===== src/rtl/tinyalu_pkg.sv =====
// Shared types and helpers for the TinyALU stimulus generator.
// Holds the ALU operation encoding and the 64-bit LFSR polynomial.
package tinyalu_pkg;

    typedef enum logic [2:0] {
        no_op  = 3'b000,
        add_op = 3'b001,
        and_op = 3'b010,
        xor_op = 3'b011,
        mul_op = 3'b100,
        rst_op = 3'b111
    } operation_t;

    typedef enum logic [2:0] {
        IDLE,
        GEN,
        DRIVE,
        WAIT_DONE,
        CHECK,
        RST,
        FINISH
    } state_t;

    // Galois taps for x^64 + x^63 + x^61 + x^60 + 1
    localparam logic [63:0] LFSR_POLY = 64'hD800_0000_0000_0000;

    function automatic logic [63:0] lfsr_step(input logic [63:0] s);
        return s[0] ? ((s >> 1) ^ LFSR_POLY) : (s >> 1);
    endfunction

    function automatic operation_t decode_op(input logic [2:0] f);
        operation_t o;
        unique case (f)
            3'b001:         o = add_op;
            3'b010:         o = and_op;
            3'b011:         o = xor_op;
            3'b100:         o = mul_op;
            3'b110, 3'b111: o = rst_op;
            default:        o = no_op;
        endcase
        return o;
    endfunction

    function automatic logic is_arith(input operation_t o);
        return (o == add_op) || (o == and_op) ||
               (o == xor_op) || (o == mul_op);
    endfunction

endpackage


===== src/rtl/tinyalu_lfsr64.sv =====
// 64-bit Galois LFSR; exposes the low bits of the value it steps to next
// so the caller can register fields in the same cycle the LFSR advances.
module tinyalu_lfsr64
    import tinyalu_pkg::*;
#(
    parameter logic [63:0] SEED  = 64'h1,
    parameter int          OUT_W = 23
) (
    input  logic             clk,
    input  logic             load,
    input  logic             step,
    output logic [OUT_W-1:0] nxt
);

    localparam logic [63:0] INIT = (SEED == 64'h0) ? 64'h1 : SEED;

    logic [63:0] lfsr_q;
    logic [63:0] lfsr_d;
    logic [63:0] nxt_full;

    assign nxt_full = lfsr_step(lfsr_q);
    assign nxt      = nxt_full[OUT_W-1:0];

    always_comb begin
        lfsr_d = lfsr_q;
        if (load) begin
            lfsr_d = INIT;
        end else if (step) begin
            lfsr_d = nxt_full;
        end
    end

    always_ff @(posedge clk) begin
        lfsr_q <= lfsr_d;
    end

endmodule


===== src/rtl/tinyalu_stim_gen.sv =====
// Random stimulus generator and result checker for the TinyALU.
// Drives one LFSR-chosen operation at a time and counts wrong results.
module tinyalu_stim_gen
    import tinyalu_pkg::*;
#(
    parameter int          DATA_W     = 8,
    parameter int          NUM_TXN    = 1000,
    parameter logic [63:0] SEED       = 64'h1,
    parameter int          TIMEOUT    = 64,
    parameter int          RST_CYCLES = 2
) (
    input  logic                  clk,
    input  logic                  reset,
    input  logic                  run,
    output logic [DATA_W-1:0]     A,
    output logic [DATA_W-1:0]     B,
    output logic [2:0]            op,
    output logic                  start,
    output logic                  dut_reset,
    input  logic                  done,
    input  logic [2*DATA_W-1:0]   result,
    output logic                  busy,
    output logic [15:0]           txn_cnt,
    output logic [15:0]           mismatch_cnt,
    output logic                  timeout_err,
    output logic                  finished
);

    localparam int W2 = 2 * DATA_W;
    localparam int RW = 7 + W2;

    state_t            state_q, state_d;
    logic [DATA_W-1:0] a_q, a_d;
    logic [DATA_W-1:0] b_q, b_d;
    operation_t        op_q, op_d;
    logic [W2-1:0]     res_q, res_d;
    logic [31:0]       cnt_q, cnt_d;
    logic [15:0]       txn_q, txn_d;
    logic [15:0]       mis_q, mis_d;
    logic              tmo_q, tmo_d;

    logic [RW-1:0]     lfsr_nxt;
    logic              lfsr_step_en;
    logic [DATA_W-1:0] a_gen;
    logic [DATA_W-1:0] b_gen;
    logic [W2-1:0]     expected;

    tinyalu_lfsr64 #(
        .SEED  (SEED),
        .OUT_W (RW)
    ) u_lfsr (
        .clk  (clk),
        .load (reset),
        .step (lfsr_step_en),
        .nxt  (lfsr_nxt)
    );

    // Corner operands (all zeros / all ones) are forced half the time
    always_comb begin
        unique case (lfsr_nxt[4:3])
            2'b00:   a_gen = '0;
            2'b11:   a_gen = '1;
            default: a_gen = lfsr_nxt[7+:DATA_W];
        endcase
        unique case (lfsr_nxt[6:5])
            2'b00:   b_gen = '0;
            2'b11:   b_gen = '1;
            default: b_gen = lfsr_nxt[7+DATA_W+:DATA_W];
        endcase
    end

    always_comb begin
        unique case (op_q)
            add_op:  expected = W2'(a_q) + W2'(b_q);
            and_op:  expected = W2'(a_q & b_q);
            xor_op:  expected = W2'(a_q ^ b_q);
            mul_op:  expected = W2'(a_q) * W2'(b_q);
            default: expected = '0;
        endcase
    end

    always_comb begin
        state_d      = state_q;
        a_d          = a_q;
        b_d          = b_q;
        op_d         = op_q;
        res_d        = res_q;
        cnt_d        = cnt_q;
        txn_d        = txn_q;
        mis_d        = mis_q;
        tmo_d        = tmo_q;
        lfsr_step_en = 1'b0;
        unique case (state_q)
            IDLE, FINISH: begin
                if (run) begin
                    state_d = GEN;
                    txn_d   = '0;
                    mis_d   = '0;
                    tmo_d   = 1'b0;
                end
            end
            GEN: begin
                lfsr_step_en = 1'b1;
                op_d         = decode_op(lfsr_nxt[2:0]);
                a_d          = a_gen;
                b_d          = b_gen;
                state_d      = DRIVE;
            end
            DRIVE: begin
                cnt_d = '0;
                if (op_q == rst_op) begin
                    state_d = RST;
                end else if (op_q == no_op) begin
                    state_d = CHECK;
                end else begin
                    state_d = WAIT_DONE;
                end
            end
            WAIT_DONE: begin
                if (done) begin
                    res_d   = result;
                    state_d = CHECK;
                end else if (cnt_q == 32'(TIMEOUT - 1)) begin
                    tmo_d   = 1'b1;
                    state_d = FINISH;
                end else begin
                    cnt_d = cnt_q + 32'd1;
                end
            end
            RST: begin
                if (cnt_q == 32'(RST_CYCLES - 1)) begin
                    state_d = CHECK;
                end else begin
                    cnt_d = cnt_q + 32'd1;
                end
            end
            CHECK: begin
                if (is_arith(op_q) && (res_q != expected) &&
                    (mis_q != 16'hFFFF)) begin
                    mis_d = mis_q + 16'd1;
                end
                txn_d   = txn_q + 16'd1;
                state_d = (txn_d == 16'(NUM_TXN)) ? FINISH : GEN;
            end
            default: state_d = IDLE;
        endcase
    end

    always_ff @(posedge clk) begin
        if (reset) begin
            state_q <= IDLE;
            a_q     <= '0;
            b_q     <= '0;
            op_q    <= no_op;
            res_q   <= '0;
            cnt_q   <= '0;
            txn_q   <= '0;
            mis_q   <= '0;
            tmo_q   <= 1'b0;
        end else begin
            state_q <= state_d;
            a_q     <= a_d;
            b_q     <= b_d;
            op_q    <= op_d;
            res_q   <= res_d;
            cnt_q   <= cnt_d;
            txn_q   <= txn_d;
            mis_q   <= mis_d;
            tmo_q   <= tmo_d;
        end
    end

    // no_op still pulses start for its single DRIVE cycle
    assign start = ((state_q == DRIVE) && (op_q != rst_op)) ||
                   (state_q == WAIT_DONE);

    assign dut_reset    = (state_q == RST);
    assign busy         = (state_q != IDLE) && (state_q != FINISH);
    assign finished     = (state_q == FINISH);
    assign A            = a_q;
    assign B            = b_q;
    assign op           = op_q;
    assign txn_cnt      = txn_q;
    assign mismatch_cnt = mis_q;
    assign timeout_err  = tmo_q;

endmodule


===== config.mk =====
export PLATFORM = sky130hd
export DESIGN_NAME = tinyalu_stim_gen
export DESIGN_NICKNAME = d
export VERILOG_FILES = /design/src/rtl/tinyalu_pkg.sv /design/src/rtl/tinyalu_lfsr64.sv /design/src/rtl/tinyalu_stim_gen.sv
export SDC_FILE = /design/constraint.sdc
export NUM_CORES = 1
export LEC_CHECK = 0
export CELL_PAD_IN_SITES_DETAIL_PLACEMENT = 0
export CELL_PAD_IN_SITES_GLOBAL_PLACEMENT = 1
export CORE_ASPECT_RATIO = 0.8
export CORE_MARGIN = 8
export CORE_UTILIZATION = 46
export CTS_CLUSTER_DIAMETER = 100
export CTS_CLUSTER_SIZE = 24
export DETAILED_ROUTE_END_ITERATION = 16
export PLACE_DENSITY_LB_ADDON = 0.1
export SYNTH_ARGS = -nofsm -noshare
export SYNTH_HDL_FRONTEND = slang
export SYNTH_HIERARCHICAL = 1
export SYNTH_SLANG_ARGS = --single-unit

===== constraint.sdc =====
create_clock -name clk -period 6.4 [get_ports clk]
set_input_delay 1.28 -clock clk [delete_from_list [all_inputs] [get_ports clk]]
set_output_delay 1.28 -clock clk [all_outputs]
set_load 0.005 [all_outputs]

==> impl_metrics.toml <==
[worst_setup_path]
cp_max_fo = 14
cp-end-kind = "flip-flop"
path_buf_inv = 4
setup.worst_path.start_class = "flip-flop"
rrSetupSlack_ns = 0.44
worstPathCellList = "ha_1 -> inv_1 -> fa_1 -> inv_1 -> fa_1 -> inv_1 -> fa_1 -> fa_1 -> inv_1 -> ha_1 -> o211ai_1 -> nand2_1 -> o22a_1 -> a2111oi_2 -> o211a_1 -> a211o_1 -> nand4b_2 -> o211ai_1 -> and3_1 -> mux2_2"
cp.arrival_ns = 6.34
path_class = "reg -> reg"
r2r-end = "mismatch_cnt[0]"
cp_top_family = "adder cells"
slowest_delay_ns = 0.55
worstReg2RegStart = "B[3]"
cp.required_ns = 6.78
reg2reg_depth = 20
slowest_stage = "fa_1"

[worst_hold_path]
min_to = "res_q[1]"
hp-start = "res_q[1]"
hold_depth = 2
min_path_type = "reg -> reg"

[yosys]
synth_common_cells = "181 x nor2_1, 167 x dfxtp_1, 119 x nand2_1"
synth_top_area_frac = 0.316
ys_seq_area_frac = 0.316
async_flop_share = 0
syn_nets = 1355
synth_area_sq_mm = 0.0106
synth.most_common_cell = "nor2_1"
ys_warn_count = 6
yosys-top-cells-area = "dfxtp_1 32%, fa_1 7.0%, mux2i_1 6.7%"
ys_types = 84
netlist_instances = 1247
ys.flop_type = "dfxtp_1"
syn_avg_cell_area_sq_um = 8.48
yosysTopAreaCell = "dfxtp_1"
synth_edf_count = 0
ys_seq_elements = 167

[detailed_routing]
wl_met1_mm = 13.4
first_pass_iters = 5
num_vias = 8403
top_layer = "met5"
wirelength_mm = 25.0
postRouteAntennaNets = 0
via_per_inst = 5.29
wl_met3_mm = 1.31
drc = 0
wl_met2_mm = 10.1
drt-initial-drc-count = 696
avgRoutedWirePerCell_microns = 15.7

[clocking]
clock-root-buffer = "clkbuf_16"
cts_tree = "yes"
post-cts-setup-buffers = 0
cts_buffers = 17
hold_buffers = 0
cts_buffer_depth = 2
cts_resized = 0
htreeDepth = 4
clk_pin_slew_ns = 0.07
clk-insertion-delay-late_ns = 0.43
cts_sinks = 167

[power_and_ir_drop]
swShare = 0.380
p_leak_nw = 4.69
power_frac_clock = 0.297
power_mw = 3.64
power.density_mw_per_mm2 = 306
seq_power_share = 0.354
p_int_mw = 2.25
power.switching_mw = 1.38
share_comb_of_total_power = 0.349
peakVddDrop_mv = 0.197

[sta]
period_minus_slack_ns = 5.96
max_slew_margin = 0.415
whs_ns = 0.469
hold_viol = 0
rsz0062_at_grt = "no"
period_share = 0.931
setup_ws_ns = 0.442
worstMarginPinSlew_ns = 0.873
finalSetupViolCount = 0
fin_tns_setup_ns = 0
slew_violations = 0
skew_ns = 0.0147
fmax_mhz = 168

[floorplanning]
die_w_microns = 186
io_pins = 76
row_count = 49
die_h_microns = 152
die_area_sq_mm = 0.0281
start_util = 0.470
core-area_sq_mm = 0.0225

[layout]
fill_cells = 2157
antennaDiodeCount = 0
nets = 1376
stdcell_count = 1587
final_layout_size_suffix_gt1_frac = 0.0593
area_delta_synth_final_pct = 12.3

[global_routing]
overflow = 0
grt_util_all_layers = 0.180
grt_pass1_vias = 7683
grt_pass1_wl_mm = 41.1
antenna_found_initial = 2
grt_max_degree = 71

[place]
dp_hpwl_mm = 18.1
io_buffer_count = 75
gp_congestion = 0.824
dp_slack_ns = 0.466
placed_cells = 1555

[outcome]
outcome = "finished clean"

[run]
drv_cap = 0
## worst reg2reg max path, cell delays in order (launching register included)
cell and delay, ns:
dfxtp_1 0.53, ha_1 0.42, inv_1 0.11, fa_1 0.42, inv_1 0.08, fa_1 0.39
inv_1 0.08, fa_1 0.44, fa_1 0.55, inv_1 0.04, ha_1 0.40, o211ai_1 0.26
nand2_1 0.16, o22a_1 0.26, a2111oi_2 0.29, o211a_1 0.20, a211o_1 0.12, nand4b_2 0.19
o211ai_1 0.22, and3_1 0.50, mux2_2 0.24
## stage by stage
step / area (sq um) / util
2_1_floorplan: 10600 / -
3_5_place_dp: 11300 / 0.500
4_1_cts: 11900 / 0.528
6_report: 11900 / 0.528
5_1_grt: 11900 / 0.528
3_3_place_gp: 11300 / 0.500
## placed cells by master, fill, tap and decap left out, types with 11 or more instances in the layout
cell and instances:
inv_1 67, buf_4 11, ha_1 51, xor2_1 30, clkdlybuf4s50_1 74, fa_1 37, or3_1 16, nand3_1 37
a21oi_1 67, xnor2_1 25, clkbuf_16 17, and2_1 36, nand2_1 119, a22oi_1 13, a211oi_1 24, nor2_1 181
mux2i_1 71, o21ai_0 32, dfxtp_1 167, nor3_1 26, and3_1 20, nor2b_1 11
## power groups by stage
stage / Sequential [mW] / Combinational [mW] / Clock (mW)
2_1_floorplan: 1.24 / 0.982 / 0
5_1_grt: 1.31 / 1.42 / 1.15
3_3_place_gp: 1.30 / 1.27 / 0
6_report: 1.29 / 1.27 / 1.08
3_5_place_dp: 1.31 / 1.27 / 0
4_1_cts: 1.29 / 1.28 / 1.11
## sequential cells by signal, indices dropped and copies added, names as in the netlist, 8 cells and up
| name | count |
|---|---|
| A | 8 |
| B | 8 |
| cnt_q | 32 |
| mismatch_cnt | 16 |
| res_q | 16 |
| txn_cnt | 16 |
| u_lfsr/lfsr_q | 64 |
## layer usage
layer	global-route usage	vias up
li1	-	4332
met1	0.273	3913
met2	0.258	140
met3	0.0396	14
met4	0.0317	4
met5	0	-
## worst max-delay path by stage
stage,cells past startpoint,slack (ns),start,to
2_1_floorplan,23,1.10,A[3],mismatch_cnt[0]
3_3_place_gp,18,0.52,B[4],mismatch_cnt[0]
3_5_place_dp,20,0.47,B[3],mismatch_cnt[0]
4_1_cts,20,0.44,B[3],mismatch_cnt[0]
5_1_grt,17,0.05,A[4],mismatch_cnt[0]
6_report,20,0.44,B[3],mismatch_cnt[0]
## cell type report
cell class	instances	area (sq um)	share of cell area
Timing Repair Buffer	85	823	0.0693
Inverter	68	258	0.0217
Clock inverter	15	188	0.0158
Sequential cell	167	3340	0.282
Clock buffer	17	425	0.0358
Tap cell	306	383	0.0322
Multi-Input combinational cell	929	6450	0.544
## logic make-up after synthesis
| kind of cell | after synthesis | share of synthesized area |
|---|---|---|
| and+or+nand+nor | 499 | 0.224 |
| AOI/OAI and AO/OA | 214 | 0.140 |
| DFF | 167 | 0.316 |
| buffers and inverters | 151 | 0.0745 |
| adders and majority gates | 88 | 0.130 |
| muxes | 73 | 0.0693 |
| xor gates and xnor gates | 55 | 0.0455 |
No activity file was read; power rests on OpenSTA's default activity.
